[src/rtl/quad_updown_decoder_if.sv]
// Quadrature decoder port bundle: raw A/B channels and clear in, step/direction/position/error out.
interface quad_updown_decoder_if #(
    parameter int WIDTH = 4
);
    logic             a_in;
    logic             b_in;
    logic             clr;
    logic             step;
    logic             up_down;
    logic [WIDTH-1:0] position;
    logic             err;

    modport master (
        output a_in, b_in, clr,
        input  step, up_down, position, err
    );

    modport slave (
        input  a_in, b_in, clr,
        output step, up_down, position, err
    );
endinterface

[src/rtl/quad_updown_decoder.sv]
// Quadrature A/B decoder with registered step/up_down pulses, wrapping position count and sticky err; free-running, no backpressure.
// Outputs follow an input change after 3 edges; defining QUAD_GLITCH_FILTER_EN requires 3 identical samples first (5 edges).
module quad_updown_decoder #(
    parameter int WIDTH = 4
) (
    input  logic                  clk,
    input  logic                  rst,
    quad_updown_decoder_if.slave  bus
);

    logic [1:0]       sync1, sync2;
    logic             v1, v2;
    logic [1:0]       cur;
    logic             cur_vld;
    logic [1:0]       prev;
    logic             primed;
    logic [1:0]       delta;
    logic             is_up, is_dn, is_err;
    logic             step_q, up_down_q, err_q;
    logic [WIDTH-1:0] position_q;

    // The v* bits mark which pipeline stages hold real post-reset samples, so
    // reset values of the synchronizer are never decoded against live inputs.
    always_ff @(posedge clk or posedge rst) begin
        if (rst) begin
            sync1 <= 2'b00;
            sync2 <= 2'b00;
            v1    <= 1'b0;
            v2    <= 1'b0;
        end else begin
            sync1 <= {bus.a_in, bus.b_in};
            sync2 <= sync1;
            v1    <= 1'b1;
            v2    <= v1;
        end
    end

`ifdef QUAD_GLITCH_FILTER_EN
    logic [1:0] f1, f2;
    logic       v3, v4;

    always_ff @(posedge clk or posedge rst) begin
        if (rst) begin
            f1 <= 2'b00;
            f2 <= 2'b00;
            v3 <= 1'b0;
            v4 <= 1'b0;
        end else begin
            f1 <= sync2;
            f2 <= f1;
            v3 <= v2;
            v4 <= v3;
        end
    end

    assign cur     = sync2;
    assign cur_vld = v2 && v3 && v4 && (sync2 == f1) && (f1 == f2);
`else
    assign cur     = sync2;
    assign cur_vld = v2;
`endif

    // Map the Gray sequence 00,10,11,01 to phases 0..3 so direction is a modular difference.
    function automatic logic [1:0] phase(input logic [1:0] ab);
        case (ab)
            2'b00:   phase = 2'd0;
            2'b10:   phase = 2'd1;
            2'b11:   phase = 2'd2;
            default: phase = 2'd3;
        endcase
    endfunction

    assign delta  = phase(cur) - phase(prev);
    assign is_up  = cur_vld && primed && (delta == 2'd1);
    assign is_dn  = cur_vld && primed && (delta == 2'd3);
    assign is_err = cur_vld && primed && (delta == 2'd2);

    always_ff @(posedge clk or posedge rst) begin
        if (rst) begin
            prev       <= 2'b00;
            primed     <= 1'b0;
            step_q     <= 1'b0;
            up_down_q  <= 1'b0;
            position_q <= '0;
            err_q      <= 1'b0;
        end else begin
            step_q <= is_up || is_dn;
            if (is_up || is_dn)
                up_down_q <= is_up;
            if (cur_vld) begin
                prev   <= cur;
                primed <= 1'b1;
            end
            if (bus.clr) begin
                position_q <= '0;
                err_q      <= 1'b0;
            end else begin
                if (is_up)
                    position_q <= position_q + WIDTH'(1);
                else if (is_dn)
                    position_q <= position_q - WIDTH'(1);
                if (is_err)
                    err_q <= 1'b1;
            end
        end
    end

    assign bus.step     = step_q;
    assign bus.up_down  = up_down_q;
    assign bus.position = position_q;
    assign bus.err      = err_q;

endmodule
[src/flat_wrapper.sv]
// flat-port wrapper written by rule: the top's interface ports become plain ports
module quad_updown_decoder_flat 
#(
    parameter int WIDTH = 4
)
  (clk, rst, bus_a_in, bus_b_in, bus_clr, bus_step, bus_up_down, bus_position, bus_err);
  quad_updown_decoder_if #(.WIDTH(WIDTH)) bus_i ();
  input  logic clk;
  input  logic rst;
  input wire logic [$bits(bus_i.a_in)-1:0] bus_a_in;
  input wire logic [$bits(bus_i.b_in)-1:0] bus_b_in;
  input wire logic [$bits(bus_i.clr)-1:0] bus_clr;
  output wire logic [$bits(bus_i.step)-1:0] bus_step;
  output wire logic [$bits(bus_i.up_down)-1:0] bus_up_down;
  output wire logic [$bits(bus_i.position)-1:0] bus_position;
  output wire logic [$bits(bus_i.err)-1:0] bus_err;
  assign bus_i.a_in = bus_a_in;
  assign bus_i.b_in = bus_b_in;
  assign bus_i.clr = bus_clr;
  assign bus_step = bus_i.step;
  assign bus_up_down = bus_i.up_down;
  assign bus_position = bus_i.position;
  assign bus_err = bus_i.err;
  quad_updown_decoder #(.WIDTH(WIDTH)) u_core (.clk(clk), .rst(rst), .bus(bus_i));
endmodule
[config.mk]
export PLATFORM = sky130hd
export DESIGN_NAME = quad_updown_decoder_flat
export DESIGN_NICKNAME = d
export VERILOG_FILES = /design/src/rtl/quad_updown_decoder_if.sv /design/src/rtl/quad_updown_decoder.sv /design/src/flat_wrapper.sv
export SDC_FILE = /design/constraint.sdc
export NUM_CORES = 1
export LEC_CHECK = 0
export CORE_MARGIN = 2
export CORE_UTILIZATION = 45
export DETAILED_ROUTE_END_ITERATION = 8
export PLACE_DENSITY = 0.78
export SYNTH_ARGS = -nofsm -noshare
export SYNTH_HDL_FRONTEND = slang
export SYNTH_SLANG_ARGS = --single-unit
[constraint.sdc]
create_clock -name clk -period 3.5 [get_ports clk]
set_input_delay 0.525 -clock clk [delete_from_list [all_inputs] [get_ports clk]]
set_output_delay 0.525 -clock clk [all_outputs]
set_load 0.02 [all_outputs]
-- Word-level counts from Yosys, hierarchy flattened
Index checks and enable logic that the tools add are counted.
- reduce and logical (&&, ||, !) cells: 9
- eq/ne operators: 7
- $add $sub $neg: 3
- muxes and demuxes: 7
- operator list (operator ; number):
    $eq 2x2->1 const B ; 6
    $mux 4 ; 3
    $pmux 2 s3 ; 2
    $add 4x1->4 const B ; 1
    $logic_and 1x1->1 ; 4
    $logic_not 2->1 ; 2
    $sub 4x1->4 const B ; 1
    $reduce_bool 3->1 ; 1
    $eq 2x1->1 const B ; 1
    $mux 1 ; 2
    $reduce_bool 2->1 ; 1
    $sub 2x2->2 ; 1
    $logic_or 1x1->1 ; 1
- flip-flop bits (word level): 16
- logic and storage cells: 36

-- Depth between registers and ports, before layout
- depth in word-level cells: 8
- depth in mapped cells: 13

-- Worst setup path after synthesis
No wires, ideal clock.
- path type: register to register
- start: reg u_core.sync2[0], in the netlist u_core.cur[0]
- end: reg u_core.position_q[3], in the netlist u_core.bus.position[3]
- slack: 847 ps
- stages on the path, launching flop included: 12
- period minus slack after synthesis: 2653 ps
- data arrival time: 2576 ps
- cells stage by stage: dfrtp_1 -> ha_1 -> ha_1 -> or2_1 -> inv_1 -> nand2_1 -> ha_1 -> a21o_1 -> a21oi_4 -> xnor2_1 -> or3_1 -> a21oi_1
- cells in the longest elaborated chain, start to end: 7
- elaborated cells on any way between the ends: 12
- RTL lines (element ; RTL line ; RTL):
    start: declaration ; quad_updown_decoder.sv:11 ; logic [1:0] sync1, sync2;
    start signal: assignment ; quad_updown_decoder.sv:32 ; sync2 <= sync1;
    $eq 2x2->1 / $logic_not 2->1 (equally long branches) ; quad_updown_decoder.sv:65 ; case (ab)
    $pmux 2 s3 (*) ; quad_updown_decoder.sv:65 ;
    $sub 2x2->2 (*) ; quad_updown_decoder.sv:73 ; assign delta = phase(cur) - phase(prev);
    $eq 2x1->1 ; quad_updown_decoder.sv:74 ; assign is_up = cur_vld && primed && (delta == 2'd1);
    $logic_and 1x1->1 ; quad_updown_decoder.sv:74 ;
    $mux 4 ; quad_updown_decoder.sv:98 ; if (is_up)
    $mux 4 ; quad_updown_decoder.sv:94 ; if (bus.clr) begin
    end signal: assignment ; quad_updown_decoder.sv:99 ; position_q <= position_q + WIDTH'(1);
    end signal: assignment ; quad_updown_decoder.sv:101 ; position_q <= position_q - WIDTH'(1);
    end: declaration ; quad_updown_decoder.sv:20 ; logic [WIDTH-1:0] position_q;
Mark *: on every way between the ends. The rest lies on a longest branch, timed or not.
A chain may end at the register's enable or synchronous reset.

-- Worst setup path after layout
Ends and elaborated chain as after synthesis.

==> results.md <==
* Largest net degree at the start of global routing at 17
* Number of global-route vias before repair at 416
* Pwr dens at 593 nW/um2
* Most frequent cells after synthesis: 16 x sky130_fd_sc_hd__dfrtp_1, 8 x sky130_fd_sc_hd__inv_1, 7 x sky130_fd_sc_hd__ha_1, 7 x sky130_fd_sc_hd__nand2_1, 6 x sky130_fd_sc_hd__nor2_1
* Clock period minus final worst setup slack at 2.84 ns
* WP data required at 3.71 ns
* DRT Wirelength at 979 um
* Setup Viol. Count Final at 0
* Routed via count divided by cell count at 4.61
* Element type at the critical path end: flop
* Number of violations reported at the end of detailed-routing iteration 0 at 10
* Critical-path maximum fanout at 6
* Antenna Violating Nets Remaining at 0
* Cell accounting for the most synthesized area: sky130_fd_sc_hd__dfrtp_1
* Final Slew Violations at 0
* DRT Pass-1 Iters at 4
* Cell row count at 14
* Kind of start point of the critical path: flop
* RSZ-0062 raised after global routing: false
* First-pass GRT wire length at 1.77 mm
* Number of cells in the design after placement at 89
* Async S/R FF share, synth at 100%
* Netlist Area Pre-Place at 729 um2
* Bufs on Longest Clock Path at 2
* Worst Setup Path Type: flop to flop
* Routability congestion estimate from global placement at 0.831
* Clock-pin slew of the registers on the worst-case setup and hold paths at 0.09 ns
* Sequential share of the synthesized area at 54.9%
* Most repeated cell in the gate-level netlist after synthesis: sky130_fd_sc_hd__dfrtp_1
* Relative slew slack at 61.4%
* Ys flop type: sky130_fd_sc_hd__dfrtp_1
* Clk sink count at 16
* Largest cells by area after synthesis: sky130_fd_sc_hd__dfrtp_1 55%, sky130_fd_sc_hd__ha_1 12%, sky130_fd_sc_hd__inv_1 4.1%, sky130_fd_sc_hd__nand2_1 3.6%, sky130_fd_sc_hd__xnor2_1 3.6%
* Port bufs at 11
* Library cell contributing the largest single delay on the critical path: sky130_fd_sc_hd__dfrtp_1
* Residual DRC at 0
* CTS Hold Buffers Added at 0
* H-tree levels at 1
* Chain of cells forming the critical path: ha_1 > ha_1 > or2_1 > inv_1 > nand2_1 > ha_1 > a21o_1 > a21oi_4 > xnor2_1 > or3_1 > a21oi_1
* DP Worst Slack at 0.661 ns
* Die span in x at 44.3 um
* Number of filler instances in the final layout at 123
* Count of antenna diodes in the layout at 0
* Worst Path Buf+Inv at 1
* Number of standard cells in the layout, taps in and fillers out at 93
* Half-perimeter wire length after detailed placement at 745 um
* Cell seen most often among critical-path stages: sky130_fd_sc_hd__ha_1
* Worst hold path class: flop to flop
* Status: complete, no violations
* Fraction of final layout cells sized beyond drive strength 1 at 10.4%
* Peak VDD IR at 0.307 mV
* Synthesis-stage register bit count at 16
* Post-CTS sizing at 0
* Max-cap viol count at 0
* DIE AREA at 1960 um2
* Avg Synthesized Cell Area at 11.8 um2
* Count of flip-flops with a built-in enable after synthesis at 0
* Root Driver: sky130_fd_sc_hd__clkbuf_4
* Slew at the pin closest to its max-slew limit at 0.579 ns
* Final net count at 91
* Critical Path Max Stage Delay at 0.41 ns
* Warnings from Yosys at 0
* Vertical die dimension at 44.3 um
* Number of top-level pins at 12
* Number of buffers created by CTS at 3
* Static leakage at 0.440 nW
* Core area at 1510 um2
* Area fraction of the dominant cell type after synthesis at 54.9%
* Clk_lat worst skew at 0.28 ns
* Initial antenna violation count at 0
* Clock tree from TritonCTS: done
* Synth Instances at 62
* Postcts setup bufs at 0
* Setup WS post-layout at 0.660 ns
* Final sum of negative setup slack at 0 ns
* Starting density of the core at 48.4%
* Arrival @ worst endpoint at 3.05 ns
* Total track usage at 13.1%
* Layout Skew at 0.00764 ns
* Area grow syn2layout at 22.8%
* Hold Fails Final Rpt at 0
* Vias at 429
* Overall power at 0.532 mW
* Grt total ovfl at 0
* Unique cell type count in the Yosys netlist at 19
* Cell class contributing the biggest share of worst-path delay: adder cells
* Post-Synthesis Net Count at 75
* Maximum frequency from static timing analysis at 352 MHz
* Final period utilization at 81.1%
* Wire per inst at 10.5 um
==> metal layers <==
| metal | vias up | share of wire [%] | global-route usage [%] |
|---|---|---|---|
| met2 | 7 | 45 | 17.6 |
| met3 | 2 | 2.7 | 3.67 |
| met1 | 196 | 50 | 18.3 |
| met4 | 0 | 1.9 | 9.09 |
| li1 | 224 | - | - |
| met5 | - | 0 | 0 |
==> registers in the layout (all words and copies together) (netlist names) <==
name,flops
u_core.v1,1
u_core.bus.position,4
u_core.cur_vld,1
u_core.bus.up_down,1
u_core.primed,1
u_core.bus.err,1
u_core.bus.step,1
u_core.sync1,2
u_core.cur,2
u_core.prev,2
==> layout make-up <==
cell class                      instances  area (um2)  area share, %
Sequential cell                        16         400           44.7
Multi-Input combinational cell         38         299           33.4
Inverter                                8        30.0           3.35
Timing Repair Buffer                   11         110           12.3
Clock buffer                            4        36.3           4.05
Tap cell                               16        20.0           2.23
==> where the power goes <==
| group | internal, mW | switching [mW] |
|---|---|---|
| logic | 0.0948 | 0.0917 |
| clock network | 0.0633 | 0.0549 |
| registers | 0.210 | 0.0172 |
| total | 0.368 | 0.164 |
==> per-stage QoR <==
step	cell area [um2]	util, %	hold WS, ns
final	896	59.5	0.354
after global routing	896	59.5	0.373
after CTS	896	59.5	0.356
after detailed placement	860	57.1	0.336
after global placement	860	57.1	0.331
after floorplan	729	-	0.331
==> final timing paths <==
| kind | start | to | slack [ns] | depth (start not counted) |
|---|---|---|---|---|
| setup reg to reg | u_core.cur[0] | u_core.bus.position[3] | 0.66 | 11 |
| max in group asynchronous | rst | u_core.bus.err | 2.53 | 2 |
| hold reg to reg | u_core.sync1[1] | u_core.cur[1] | 0.35 | 0 |
| setup / recovery | u_core.cur[0] | u_core.bus.position[3] | 0.66 | 11 |
| hold / removal | u_core.sync1[1] | u_core.cur[1] | 0.35 | 0 |
| min in group asynchronous | rst | u_core.bus.up_down | 0.59 | 2 |
==> cells by family (layout without fill, tap and decap cells) <==
family | count (synthesis) | count (layout) | synth area share, %
buffers and inverters | 8 | 23 | 4.12
adder cells (fa/ha/maj) | 8 | 8 | 14.8
multiplexers | 1 | 1 | 1.54
XOR/XNOR | 4 | 4 | 6.86
AO/OA/AOI/OAI | 7 | 7 | 7.03
flip-flops | 16 | 16 | 54.9
other | 1 | 1 | 0.514
AND/OR/NAND/NOR | 17 | 17 | 10.3
==> layout by cell type (no fill, tap or decap), drive strengths merged, types with 2 or more instances in the layout <==
cell type      netlist  final
nand2                7      7
inv                  8      8
a21oi                3      3
dfrtp               16     16
nor2                 6      6
ha                   7      7
clkdlybuf4s50        0     11
clkbuf               0      4
xnor2                3      3
o21ai                2      2
or2                  2      2
Power figures use the tool's default switching activity.
